File: src/rtl/shift_seq_pkg.sv
// Shared types and constants for the shift sequencer and its single-bit shifter.
//   state_e      : sequencer FSM states (IDLE, SHIFT, DONE)
//   DIR_*        : shiftDirection encodings understood by the shifter
//   TYPE_*       : shift_type encodings (1 = logical, 0 = arithmetic)
package shift_seq_pkg;

    typedef enum logic [1:0] {
        IDLE,
        SHIFT,
        DONE
    } state_e;

    localparam logic [15:0] DIR_RIGHT = 16'hFFFF;
    localparam logic [15:0] DIR_LEFT  = 16'h0001;
    localparam logic [15:0] DIR_NONE  = 16'h0000;

    localparam logic TYPE_LOGICAL = 1'b1;
    localparam logic TYPE_ARITH   = 1'b0;

endpackage

File: src/rtl/shift_sequencer_shifter.sv
// Single-position combinational shifter.
// Ports:
//   src            in  WIDTH  operand
//   shiftDirection in  16     DIR_LEFT = shift left by one, DIR_RIGHT = shift
//                             right by one, anything else passes src through
//   shiftType      in  1      logical/arithmetic select; both fill with zero
//   result         out WIDTH  shifted operand
module shifter
    import shift_seq_pkg::*;
#(
    parameter int WIDTH = 16
) (
    input  logic [WIDTH-1:0] src,
    input  logic [15:0]      shiftDirection,
    input  logic             shiftType,
    output logic [WIDTH-1:0] result
);

    // Right shifts always fill with zero; sign extension is applied by the
    // sequencer when it is enabled, so the type bit does not affect the data.
    logic unused_shift_type;
    assign unused_shift_type = shiftType;

    always_comb begin
        result = src;
        if (shiftDirection == DIR_LEFT) begin
            result = {src[WIDTH-2:0], 1'b0};
        end else if (shiftDirection == DIR_RIGHT) begin
            result = {1'b0, src[WIDTH-1:1]};
        end
    end

endmodule

File: src/rtl/shift_sequencer.sv
// Multi-bit shift controller: serialises a signed-distance shift onto the
// single-position shifter, one step per clock, and returns the result under a
// valid/ready handshake.
// Ports:
//   clk, reset_n        clock, asynchronous active-low reset
//   start_valid/ready   request handshake (ready only in IDLE)
//   src                 operand (WIDTH)
//   amount              signed shift distance (AMT_W), >0 left, <0 right
//   shift_type          1 = logical, 0 = arithmetic
//   result              shifted value, stable while result_valid is high
//   result_valid/ready  result handshake
//   busy                high while a request is in flight (SHIFT or DONE)
// Build option: define SHIFT_SEQ_ARITH_EN to make arithmetic right shifts
// sign-extend; without it all right shifts zero-fill.
module shift_sequencer
    import shift_seq_pkg::*;
#(
    parameter int WIDTH = 16,
    parameter int AMT_W = 5
) (
    input  logic             clk,
    input  logic             reset_n,
    input  logic             start_valid,
    output logic             start_ready,
    input  logic [WIDTH-1:0] src,
    input  logic [AMT_W-1:0] amount,
    input  logic             shift_type,
    output logic [WIDTH-1:0] result,
    output logic             result_valid,
    input  logic             result_ready,
    output logic             busy
);

    localparam logic [AMT_W:0] CNT_ONE = {{AMT_W{1'b0}}, 1'b1};

    state_e           state_q, state_d;
    logic [WIDTH-1:0] acc_q, acc_d;
    logic [AMT_W:0]   cnt_q, cnt_d;
    logic             dir_q, dir_d;
    logic             type_q, type_d;
    logic             start_ready_q, start_ready_d;
    logic             result_valid_q, result_valid_d;
    logic             busy_q, busy_d;
`ifdef SHIFT_SEQ_ARITH_EN
    logic             sign_q, sign_d;
`endif

    logic [AMT_W:0]   amt_ext;
    logic [AMT_W:0]   amt_mag;
    logic [15:0]      shift_dir;
    logic [WIDTH-1:0] shift_out;

    // Magnitude is formed one bit wider so that the most negative amount
    // (-2**(AMT_W-1)) still yields a positive count.
    assign amt_ext = {amount[AMT_W-1], amount};
    assign amt_mag = amount[AMT_W-1] ? (~amt_ext + CNT_ONE) : amt_ext;

    assign shift_dir = (state_q == SHIFT) ? (dir_q ? DIR_RIGHT : DIR_LEFT) : DIR_NONE;

    shifter #(
        .WIDTH(WIDTH)
    ) u_shifter (
        .src            (acc_q),
        .shiftDirection (shift_dir),
        .shiftType      (type_q),
        .result         (shift_out)
    );

    always_comb begin
        state_d = state_q;
        acc_d   = acc_q;
        cnt_d   = cnt_q;
        dir_d   = dir_q;
        type_d  = type_q;
`ifdef SHIFT_SEQ_ARITH_EN
        sign_d  = sign_q;
`endif
        unique case (state_q)
            IDLE: begin
                if (start_valid && start_ready_q) begin
                    acc_d   = src;
                    dir_d   = amount[AMT_W-1];
                    cnt_d   = amt_mag;
                    type_d  = shift_type;
`ifdef SHIFT_SEQ_ARITH_EN
                    sign_d  = src[WIDTH-1];
`endif
                    state_d = (amt_mag == '0) ? DONE : SHIFT;
                end
            end
            SHIFT: begin
                acc_d = shift_out;
`ifdef SHIFT_SEQ_ARITH_EN
                if (dir_q && (type_q == TYPE_ARITH)) begin
                    acc_d[WIDTH-1] = sign_q;
                end
`endif
                cnt_d = cnt_q - CNT_ONE;
                if (cnt_q == CNT_ONE) begin
                    state_d = DONE;
                end
            end
            DONE: begin
                if (result_ready) begin
                    state_d = IDLE;
                end
            end
            default: state_d = IDLE;
        endcase

        // Handshake outputs are registered from the next state so they line
        // up with the state they describe.
        start_ready_d  = (state_d == IDLE);
        result_valid_d = (state_d == DONE);
        busy_d         = (state_d != IDLE);
    end

    always_ff @(posedge clk or negedge reset_n) begin
        if (!reset_n) begin
            state_q        <= IDLE;
            acc_q          <= '0;
            cnt_q          <= '0;
            dir_q          <= 1'b0;
            type_q         <= TYPE_LOGICAL;
            start_ready_q  <= 1'b1;
            result_valid_q <= 1'b0;
            busy_q         <= 1'b0;
`ifdef SHIFT_SEQ_ARITH_EN
            sign_q         <= 1'b0;
`endif
        end else begin
            state_q        <= state_d;
            acc_q          <= acc_d;
            cnt_q          <= cnt_d;
            dir_q          <= dir_d;
            type_q         <= type_d;
            start_ready_q  <= start_ready_d;
            result_valid_q <= result_valid_d;
            busy_q         <= busy_d;
`ifdef SHIFT_SEQ_ARITH_EN
            sign_q         <= sign_d;
`endif
        end
    end

    assign start_ready  = start_ready_q;
    assign result_valid = result_valid_q;
    assign busy         = busy_q;
    assign result       = acc_q;

endmodule

File: config.mk
export PLATFORM = sky130hd
export DESIGN_NAME = shift_sequencer
export DESIGN_NICKNAME = d
export VERILOG_FILES = /design/src/rtl/shift_seq_pkg.sv /design/src/rtl/shift_sequencer_shifter.sv /design/src/rtl/shift_sequencer.sv
export SDC_FILE = /design/constraint.sdc
export NUM_CORES = 1
export LEC_CHECK = 0
export CORE_ASPECT_RATIO = 0.7
export CORE_UTILIZATION = 47
export CTS_CLUSTER_DIAMETER = 200
export DETAILED_ROUTE_END_ITERATION = 8
export GPL_TIMING_DRIVEN = 0
export PLACE_DENSITY = 0.77
export SYNTH_ARGS = -nofsm -noshare
export SYNTH_HDL_FRONTEND = slang
export SYNTH_SLANG_ARGS = --single-unit
export TNS_END_PERCENT = 30
File: constraint.sdc
create_clock -name clk -period 1.8 [get_ports clk]
set_input_delay 0.18 -clock clk [delete_from_list [all_inputs] [get_ports clk]]
set_output_delay 0.18 -clock clk [all_outputs]
set_load 0.005 [all_outputs]
# After elaboration in Yosys (flattened, before gate mapping)
# Index checks and enable logic that the tools add are counted.
[classes]
n_eq_ne = 8
add_sub_neg = 2
n_bitwise = 1
reduce_logical = 9
muxes = 14
[op_table]
columns = ["cell", "count"]
rows = [
  ["$mux 16", 5],
  ["$pmux 16 s2", 1],
  ["$eq 16x1->1 const B", 1],
  ["$eq 16x16->1 const B", 1],
  ["$mux 6", 2],
  ["$pmux 6 s2", 1],
  ["$mux 2", 4],
  ["$add 6x1->6 const B", 1],
  ["$eq 6x1->1 const B", 1],
  ["$logic_not 6->1", 1],
  ["$not 6->6", 1],
  ["$pmux 2 s3", 1],
  ["$sub 6x1->6 const B", 1],
  ["$eq 2x2->1 const B", 2],
  ["$logic_not 2->1", 2],
  ["$reduce_and 2->1", 2],
  ["$reduce_bool 2->1", 2],
  ["$ne 3x1->1 const B", 1],
  ["$reduce_and 3->1", 1],
  ["$eq 2x1->1 const B", 1],
  ["$ne 2x2->1 const B", 1],
  ["$logic_and 1x1->1", 1],
]
[word_totals]
output_inout_bits = 19
wordCells = 41
regBits = 28

# Logic depth before layout (Yosys ltp)
# Gate-level depths: netlist (run 1).
[logic_depth]
depth_word = 8
depth_mapped = 6
mapped_depth_nobuf = 6

# By module
# A second synthesis (run 1) with hierarchy kept.
[hier_totals]
cells_unflattened = 226
hier_area_um2 = 1834.3
[modules_own_cells]
columns = ["module", "n_inst", "cells_each", "area_per_inst_um2"]
rows = [
  ["shift_sequencer", 1, 164, 1428.9],
  ["shifter", 1, 62, 405.4],
]

# Worst setup path before layout (run 1)
# OpenSTA, ideal clock, no wires.
[synth_path]
path_type = "flip-flop to flip-flop"
start = "reg cnt_q[0]"
end = "reg cnt_q[4]"
synth_period_minus_slack_ns = 1.393
t_arrival_ns = 1.256
slack_ns = 0.407
stages_incl_launch_ff = 7
t_required_ns = 1.663
cell_sequence = "dfrtp_1 > inv_1 > ha_1 > inv_1 > or3_4 > o211ai_2 > o311ai_2"
[synth_via]
elab_chain_len = 2
[synth_lines]
columns = ["item", "line_no", "text"]
rows = [
  ["start: declaration", "shift_sequencer.sv:38", "logic [AMT_W:0] cnt_q, cnt_d;"],
  ["start signal: assignment", "shift_sequencer.sv:134", "cnt_q <= cnt_d;"],
  ["$sub 6x1->6", "shift_sequencer.sv:98", "cnt_d = cnt_q - CNT_ONE;"],
  ["$pmux 6 s2", "shift_sequencer.sv:78", "unique case (state_q)"],
]
# No other way between the ends.
# A chain may end at the register's enable or synchronous reset.

# Worst setup path in the final report (run 1)
[layout_path]
start = "in amount[0]"
end = "reg result_valid_q, in the netlist result_valid"
[layout_via]
elab_chain_len = 8
[layout_lines]
columns = ["item", "line_no", "text"]
rows = [
  ["start: declaration", "shift_sequencer.sv:26", "input logic [AMT_W-1:0] amount,"],
  ["$not 6->6", "shift_sequencer.sv:56", "assign amt_mag = amount[AMT_W-1] ? (~amt_ext + CNT_ONE) : amt_ext;"],
  ["$add 6x1->6", "shift_sequencer.sv:56", ""],
  ["$mux 6 (*)", "shift_sequencer.sv:56", ""],
  ["$logic_not 6->1 (*)", "shift_sequencer.sv:88", "state_d = (amt_mag == '0) ? DONE : SHIFT;"],
  ["$mux 2 (*)", "shift_sequencer.sv:88", ""],
  ["$mux 2 (*)", "shift_sequencer.sv:80", "if (start_valid && start_ready_q) begin"],
  ["$pmux 2 s3 (*)", "shift_sequencer.sv:78", ""],
  ["$eq 2x2->1 (*)", "shift_sequencer.sv:114", "result_valid_d = (state_d == DONE);"],
  ["named net result_valid_d", "shift_sequencer.sv:42", "logic result_valid_q, result_valid_d;"],
  ["end signal: assignment", "shift_sequencer.sv:138", "result_valid_q <= result_valid_d;"],
  ["end: declaration", "shift_sequencer.sv:42", ""],
]
# Mark *: on every way through the listed nets, which the timed path passes. The rest lies on a longest branch.

==> results of run 1 <==
## cell type report
cell class | count | share of cell area [%]
plain buffers | 12 | 2.48
clock buffers | 3 | 1.95
clock inverters | 1 | 1.42
inverters | 10 | 1.77
multi-input cells | 127 | 36.4
flip-flops and latches | 28 | 33.2
well taps | 38 | 2.25
repair buffers | 44 | 20.6
## logic make-up after synthesis
group | after synthesis | synth area share, %
AND/OR/NAND/NOR | 70 | 21.5
adder cells (fa/ha/maj) | 3 | 2.41
flip-flops | 28 | 45.1
XOR/XNOR | 2 | 1.13
AO/OA/AOI/OAI | 50 | 22.7
multiplexers | 2 | 1.37
buffers and inverters | 22 | 5.79
## worst max-delay path: stages
cell and delay (ns):
clkdlybuf4s50_1 0.54, inv_1 0.06, ha_1 0.28, mux2_2 0.29, a31oi_2 0.18, nand3_1 0.14, o221ai_1 0.24
## timing repair
item | in CTS | in global routing
setup endpoints to repair | 0 | 2
setup buffers | 0 | 0
resized for setup | 0 | 1
hold buffers | 0 | 1
hold endpoints to repair | 0 | 27
## power by group through the flow
stage | combinational [W] | sequential (W) | clock, W
floorplan | 0.00107 | 0.00123 | 0
global placement | 0.00177 | 0.00127 | 0
detailed placement | 0.00183 | 0.00129 | 0
CTS | 0.00185 | 0.00128 | 0.000513
global route | 0.00206 | 0.00134 | 0.000535
finish | 0.00187 | 0.00129 | 0.000504
## registers in the layout (all words and copies together), names as in the netlist
register      count
busy              1
cnt_q             6
dir_q             1
result           16
result_valid      1
start_ready       1
state_q           2
## layer usage
metal	part of all wire [%]	vias to the layer above
met5	0	-
met4	0.17	0
met3	6.5	2
met2	47	72
met1	46	738
li1	-	725
## synthesized netlist by cell type, drive strengths merged (2+ instances only)
| cell type | instances |
|---|---|
| nand2b | 2 |
| nor2 | 4 |
| dfrtp | 27 |
| and2 | 15 |
| o211ai | 4 |
| ha | 3 |
| a21oi | 4 |
| inv | 10 |
| buf | 6 |
| clkbuf | 6 |
| o221ai | 2 |
| o21ai | 2 |
| a31oi | 19 |
| nand3 | 5 |
| nand2 | 39 |
| a211oi | 15 |
## per-stage QoR
stage                     total power (W)  setup TNS, ns  setup slack, ns  utilization (%)
final                             0.00366              0           0.0808             67.2
after floorplan                   0.00230              0            0.407                -
after detailed placement          0.00312         -0.604           -0.231             64.6
after global routing              0.00394       -0.00708         -0.00708             67.2
after CTS                         0.00365              0           0.0727             66.9
after global placement            0.00304         -0.398           -0.166             64.6
## path summary, 6_finish.rpt
check / cells past startpoint / slack [ns] / to
min in group clk: 3 / 0.46 / result[4]
min reg2reg: 1 / 0.51 / cnt_q[5]
max: 7 / 0.08 / result_valid
max in group asynchronous: 2 / 0.95 / result[9]
max reg2reg: 6 / 0.24 / result[11]
min: 2 / 0.44 / cnt_q[2]
==> summary.txt, run 1 <==
Status
  • Outcome: completed

Yosys
  • Top FF cell, synth: dfrtp_1
  • Post-synth cell types: 31
  • Post-synth top area cell: dfrtp_1
  • Synth area leaders: dfrtp_1 (43%), nand2_1 (9.4%), a31oi_1 (7.6%)
  • Synth top area share: 43.4%
  • Syn_nets: 206
  • Number of enable flip-flop cells after synthesis: 0
  • Mean Syn Cell Area: 8.79 sq um
  • Sequential area share after synthesis: 45.1%
  • Synth Cell Area: 1560 sq um
  • Yosys warning count: 0
  • Post-synthesis register bit count: 28
  • Syn Inst Count: 177
  • Asr flop ratio synth: 100%

Place
  • Post-DP HPWL: 2.98 mm
  • Port bufs: 43
  • Final Wtd Congestion: 0.892
  • Placed Area: 2030 sq um
  • DP Cell Count: 258

CTS
  • Worst-path clk slew: 0.10 ns
  • Num Clock Sinks: 28
  • Clock buffer count from CTS: 3
  • CTS tree: yes
  • Clock Tree Buf Depth: 2
  • H-tree Lvls: 1
  • Root Buffer: clkbuf_8
  • Clock Latency Late Sink: 0.28 ns

Critical path
  • Kind of critical path: primary input to register
  • Reg2Reg Launch Point: state_q[1]
  • CP max FO: 4
  • Nature of the critical path startpoint: primary input
  • Nature of the critical path endpoint: register
  • Crit path arrival time: 1.91 ns
  • Critical Path RT: 1.99 ns
  • CP Launch Point: amount[0]

Floorplanning
  • Io pins: 45
  • Core Region: 3150 sq um
  • Initial core utilization: 49.4%
  • Die ar.: 3550 sq um
  • DIE WIDTH: 70.8 um
  • Chip height: 50.1 um
  • Row Count: 17

Timing
  • Final setup vio count: 0
  • Final Max Tran Viols: 0
  • Worst Tran Pin Value: 0.621 ns
  • Final worst path period need: 1.72 ns
  • Period Utilization, post-route: 95.5%
  • Hold slack: 0.439 ns
  • Unrepaired setup endpoints after global routing: yes
  • Rel. slew slack: 58.6%
  • Hold Violations, Final: 0
  • Clock Skew: 0.00825 ns
  • Fmax: 0.582 GHz

Detailed routing
  • WL final: 4.10 mm
  • Routed vias/inst: 5.84
  • Residual DRC count: 0
  • Pre-antenna DRT Iters: 8
  • Vias: 1537
  • ANT nets after route: 0
  • WL/cell: 15.6 um
  • Initial drt markers: 125

Final layout
  • Layout cells sized above 1: 8.00%
  • Final Cell Area: 2120 sq um
  • Fillers: 257
  • Cell Count, Final, Fillers Out: 263
  • Most frequent cells in the layout: clkdlybuf4s50_1 (42), nand2_1 (39), dfrtp_1 (27), a31oi_1 (18)
  • Footprint of the multi-input gates: 771 sq um
  • NumNets Final: 255
  • Commonest non-fill, non-tap cell in the layout: clkdlybuf4s50_1
  • Register area: 702 sq um
  • Area Overhead vs Synth: 36.0%
  • Inserted Diodes: 0

Global route
  • Met2 Use GR: 42.3%
  • Routing usage on met3: 5.82%
  • Largest net degree at the start of global routing: 29
  • Gr ovfl total: 0
  • Global-route layer with the greatest usage: met2
  • Gr usage total: 24.9%
  • GRT met1 Usage: 33.5%
  • Initial antenna violation count: 0
  • Number of global-route vias before repair: 1454
  • Global-route wire length before repair: 6.88 mm

Pwr
  • Pwr dens: 1730 nW/um^2
  • Register share of total power: 35.2%
  • Leak Pwr: 0.885 nW
  • Power share of the clock group: 13.8%
  • Internal power of the cells: 0.00220 W
  • Peak VDD IR: 0.860 mV
  • Switching power: 0.00145 W
  • Combinational Power Share: 51.0%
  • Sw Share: 39.7%

Hold path
  • Hold Path Class: primary input to asynchronous set/reset pin

Flow run
  • MaxCap Viol Count: 0
(Power assumes the default switching activity.)
==> run 2, diff against run 1 <==
--- a/config.mk
+++ b/config.mk
@@ -6,12 +6,13 @@
 export NUM_CORES = 1
 export LEC_CHECK = 0
 export CORE_ASPECT_RATIO = 0.7
-export CORE_UTILIZATION = 47
+export CORE_UTILIZATION = 49
 export CTS_CLUSTER_DIAMETER = 200
 export DETAILED_ROUTE_END_ITERATION = 8
 export GPL_TIMING_DRIVEN = 0
 export PLACE_DENSITY = 0.77
 export SYNTH_ARGS = -nofsm -noshare
 export SYNTH_HDL_FRONTEND = slang
+export SYNTH_HIERARCHICAL = 1
 export SYNTH_SLANG_ARGS = --single-unit
 export TNS_END_PERCENT = 30
==> summary.txt, run 2 <==
Place
  • Setup Slack @ Placement: -0.885 ns
  • Placed Area: 2300 sq um
  • Final Wtd Congestion: 0.856
  • DP Cell Count: 312
  • Post-DP HPWL: 3.49 mm
  • Port bufs: 43

Final layout
  • Cell Count, Final, Fillers Out: 332
  • Final Cell Area: 2560 sq um
  • Max reg flops: 16
  • NumNets Final: 315
  • Layout cells sized above 1: 15.1%
  • Inserted Diodes: 0
  • Most frequent cells in the layout: clkdlybuf4s50_1 (42), nor2_1 (40), nand2_1 (39), dfrtp_1 (27), a21oi_1 (20)
  • Area Overhead vs Synth: 42.4%
  • Commonest non-fill, non-tap cell in the layout: clkdlybuf4s50_1

Pwr
  • Pwr dens: 1470 nW/um^2
  • Peak VDD IR: 0.930 mV
  • Leak Pwr: 1.08 nW

Floorplanning
  • DIE WIDTH: 74.4 um
  • Chip height: 52.7 um
  • Io pins: 45
  • Initial core utilization: 54.1%
  • Core Region: 3320 sq um
  • Die ar.: 3920 sq um
  • Row Count: 17

Critical path
  • Crit-path cells: nand2b_4 > inv_6 > buf_4 > and2_4 > nor4b_2 > nand4_1 > buf_4 > clkbuf_4 > a21oi_1 > nor2_1 > a31oi_1
  • Reg2Reg Launch Point: state_q[0]
  • CP dominant cell by count: buf_4
  • FF-to-FF path depth: 11
  • Crit path arrival time: 2.45 ns
  • Critical Path RT: 1.98 ns
  • Nature of the critical path startpoint: register
  • Cell family with most CP delay: simple AND/OR/NAND/NOR gates
  • Critical path's slowest cell: dfrtp_1
  • CP max FO: 15
  • CP bufs+invs: 4
  • R2R Path End: result[4]
  • Nature of the critical path endpoint: register
  • Kind of critical path: register to register
  • CP max stage delay: 0.43 ns
  • FF-to-FF setup slack: -0.47 ns

Global route
  • Initial antenna violation count: 0
  • Global-route wire length before repair: 8.36 mm
  • Gr usage total: 29.1%
  • Number of global-route vias before repair: 1750
  • Largest net degree at the start of global routing: 29
  • Gr ovfl total: 0

Timing
  • Final worst path period need: 2.27 ns
  • Final Max Tran Viols: 0
  • Setup ws final: -0.465 ns
  • Clock Skew: 0.00929 ns
  • Hold Violations, Final: 0
  • Period Utilization, post-route: 126%
  • Rel. slew slack: 56.4%
  • Setup TNS: -5.69 ns
  • Final setup vio count: 16
  • Worst Tran Pin Value: 0.654 ns
  • Unrepaired setup endpoints after global routing: yes
  • Fmax: 0.441 GHz

Status
  • Outcome: finished, violations left
  • Failing checks: setup timing

CTS
  • H-tree Lvls: 1
  • Clock Tree Buf Depth: 2
  • Clock Latency Late Sink: 0.28 ns
  • Clock buffer count from CTS: 3
  • Worst-path clk slew: 0.10 ns
  • Root Buffer: clkbuf_8
  • Num Clock Sinks: 28
  • CTS tree: yes

Detailed routing
  • WL final: 5.26 mm
  • Initial drt markers: 138
  • Vias: 1866
  • WL/cell: 15.8 um
  • Residual DRC count: 0
  • ANT nets after route: 0
  • Pre-antenna DRT Iters: 4
  • Routed vias/inst: 5.62

Yosys
  • Yosys warning count: 6
  • Synth Cell Area: 1800 sq um
  • Syn_nets: 251
  • Syn Inst Count: 222
  • Mean Syn Cell Area: 8.09 sq um

Hold path
  • Hold Path Class: primary input to asynchronous set/reset pin

Flow run
  • MaxCap Viol Count: 0
-- run 2: how the worst max path moves through the flow --
stage                     from          to  slack, ns  cells past startpoint
floorplan           state_q[1]  result[11]      -0.57                     10
global placement    state_q[1]  result[12]      -0.83                     10
detailed placement  state_q[1]   result[6]      -0.88                     10
CTS                 state_q[1]  result[10]      -0.31                     11
global route        state_q[0]   result[4]      -0.54                     11
finish              state_q[0]   result[4]      -0.47                     11
-- run 2: final cells by class --
class	instances	area, sq um
fill	258	759
multi-input combinational	176	1060
buffer	12	95.1
inverter	8	35.0
timing repair buffer	57	564
tap	47	58.8
clock buffer	4	45.0
sequential	28	702
-- run 2: worst reg2reg max path, delay by kind of cell, from the launching register on --
kind	cells	cell delay, ns
compound gates	2	0.36
flops	1	0.43
simple gates	5	0.85
buf+inv	4	0.54
-- run 2: report_power, final --
part	switching [W]	internal [W]
clock network	0.000198	0.000159
logic	0.00108	0.00108
registers	0.000327	0.000908
total	0.00161	0.00215
-- run 2: metrics by stage --
step / util, % / power (W) / hold WS (ns)
final: 77.1 / 0.00375 / 0.460
after global routing: 77.1 / 0.00406 / 0.465
after CTS: 75.3 / 0.00359 / 0.454
after detailed placement: 69.3 / 0.00307 / 0.474
after global placement: 69.3 / 0.00303 / 0.467
after floorplan: - / 0.00233 / -0.116
-- run 2: layer usage --
metal	vias up	global-route usage, %	part of all wire [%]
met4	0	6.92	0.59
met5	-	0	0
met3	4	5.77	6.8
met1	866	42.7	48
li1	920	-	-
met2	76	43.5	45
-- run 2: what timing repair did --
item | in CTS | in global routing
endpoints found under the setup margin | 16 | 16
gates cloned | 4 | 0
hold buffers | 0 | 1
setup buffers | 8 | 3
resized for setup | 14 | 7
hold endpoints to repair | 0 | 27
pin swaps | 11 | 6
==> run 3, diff against run 2 <==
--- a/config.mk
+++ b/config.mk
@@ -6,6 +6,7 @@
 export NUM_CORES = 1
 export LEC_CHECK = 0
 export CORE_ASPECT_RATIO = 0.7
+export CORE_MARGIN = 2
 export CORE_UTILIZATION = 49
 export CTS_CLUSTER_DIAMETER = 200
 export DETAILED_ROUTE_END_ITERATION = 8
==> summary.txt, run 3 (same netlist as run 2, synthesis figures left out) <==
Status
  • Outcome: finished, violations left
  • Failing checks: setup timing

Pwr
  • Leak Pwr: 1.09 nW
  • Peak VDD IR: 0.916 mV
  • Total design power: 0.00366 W
  • Pwr dens: 1430 nW/um^2

Place
  • Final Wtd Congestion: 0.892
  • DP Cell Count: 315
  • Setup Slack @ Placement: -0.888 ns
  • Placed Area: 2300 sq um
  • Post-DP HPWL: 3.21 mm
  • Port bufs: 43

CTS
  • Num Clock Sinks: 28
  • Clock buffer count from CTS: 3
  • CTS tree: yes
  • Worst-path clk slew: 0.10 ns
  • H-tree Lvls: 1
  • Clock Latency Late Sink: 0.28 ns
  • Clock Tree Buf Depth: 2
  • Root Buffer: clkbuf_8

Final layout
  • Most frequent cells in the layout: clkdlybuf4s50_1 (42), nor2_1 (40), nand2_1 (39), dfrtp_1 (27), a21oi_1 (19)
  • Max reg flops: 16
  • NumNets Final: 315
  • Inserted Diodes: 0
  • Commonest non-fill, non-tap cell in the layout: clkdlybuf4s50_1
  • Cell Count, Final, Fillers Out: 335
  • Core Util, Final: 72.8%
  • Final Cell Area: 2560 sq um
  • Layout cells sized above 1: 15.1%
  • Area Overhead vs Synth: 42.3%
  • Fillers: 280

Timing
  • Fmax: 0.465 GHz
  • Final worst path period need: 2.15 ns
  • Setup ws final: -0.349 ns
  • Clock Skew: 0.0139 ns
  • Final Max Tran Viols: 0
  • Unrepaired setup endpoints after global routing: yes
  • Period Utilization, post-route: 119%
  • Rel. slew slack: 56.9%
  • Hold Violations, Final: 0
  • Worst Tran Pin Value: 0.646 ns
  • Final setup vio count: 16

Critical path
  • CP max stage delay: 0.39 ns
  • R2R Path End: result[7]
  • Nature of the critical path endpoint: register
  • Crit-path cells: nand2b_4 > inv_6 > and2_4 > nand4_1 > nor4_4 > buf_6 > buf_8 > mux2i_1 > a21oi_1 > nor2_1 > a31oi_1
  • FF-to-FF setup slack: -0.35 ns
  • Critical path's slowest cell: dfrtp_1
  • CP max FO: 7
  • Crit path arrival time: 2.31 ns
  • Critical Path RT: 1.96 ns
  • FF-to-FF path depth: 11
  • Kind of critical path: register to register
  • Nature of the critical path startpoint: register
  • Reg2Reg Launch Point: state_q[1]

Detailed routing
  • Routed vias/inst: 5.42
  • ANT nets after route: 0
  • Vias: 1817
  • Residual DRC count: 0
  • WL final: 4.79 mm
  • WL/cell: 14.3 um
  • Pre-antenna DRT Iters: 5
  • Initial drt markers: 148

Global route
  • Largest net degree at the start of global routing: 29
  • Number of global-route vias before repair: 1593
  • Global-route wire length before repair: 7.64 mm
  • Gr ovfl total: 0
  • Initial antenna violation count: 0
  • Gr usage total: 23.3%

Floorplanning
  • Chip height: 54.7 um
  • Initial core utilization: 51.1%
  • Core Region: 3510 sq um
  • Io pins: 45
  • DIE WIDTH: 76.4 um
  • Die ar.: 4180 sq um
  • Row Count: 18

Flow run
  • MaxCap Viol Count: 0

Hold path
  • Hold Path Class: primary input to asynchronous set/reset pin
## run 3: worst max-delay path, delay by kind of cell, from the launching register on
kind | cells | cell delay (ns)
buf+inv | 3 | 0.40
simple gates | 5 | 0.92
compound gates | 2 | 0.14
flops | 1 | 0.39
mux | 1 | 0.18
## run 3: worst max-delay path by stage
stage / start / end / cells after the start
2_1_floorplan: state_q[1] / result[11] / 10
3_3_place_gp: state_q[1] / result[13] / 10
3_5_place_dp: state_q[1] / result[7] / 10
4_1_cts: state_q[1] / result[1] / 11
5_1_grt: state_q[1] / result[7] / 11
6_report: state_q[1] / result[7] / 11
## run 3: cell type report
type | count | area [sq um] | share of cell area [%]
clock buffers | 4 | 45.0 | 1.76
repair buffers | 57 | 561 | 21.9
inverters | 8 | 35.0 | 1.37
flip-flops and latches | 28 | 702 | 27.5
well taps | 50 | 62.6 | 2.45
plain buffers | 12 | 95.1 | 3.72
multi-input cells | 176 | 1060 | 41.3
## run 3: power by group
group,total [W],internal (W),switching [W]
Sequential,0.00123,0.000908,0.000317
Clock,0.000356,0.000159,0.000197
Combinational,0.00208,0.00104,0.00104
Total,0.00366,0.00211,0.00156
## run 3: stage by stage
stage | hold slack, ns | setup TNS (ns)
after floorplan | -0.116 | -8.08
after global placement | 0.461 | -12.18
after detailed placement | 0.475 | -12.77
after CTS | 0.455 | -4.31
after global routing | 0.470 | -6.99
final | 0.448 | -4.58
## run 3: timing repair
action | in CTS | in global routing
resized for setup | 15 | 6
cloned | 3 | 0
buffers inserted | 7 | 5
hold buffers | 0 | 1
pin swaps | 6 | 11
setup endpoints to repair | 16 | 16
hold endpoints to repair | 0 | 27
## run 3: layer usage
metal,track usage [%],vias up,share of wire (%)
met5,0,-,0
met2,35.5,85,42
met1,34.7,810,50
met3,5.45,2,7.8
li1,-,920,-
met4,3.64,0,0.25
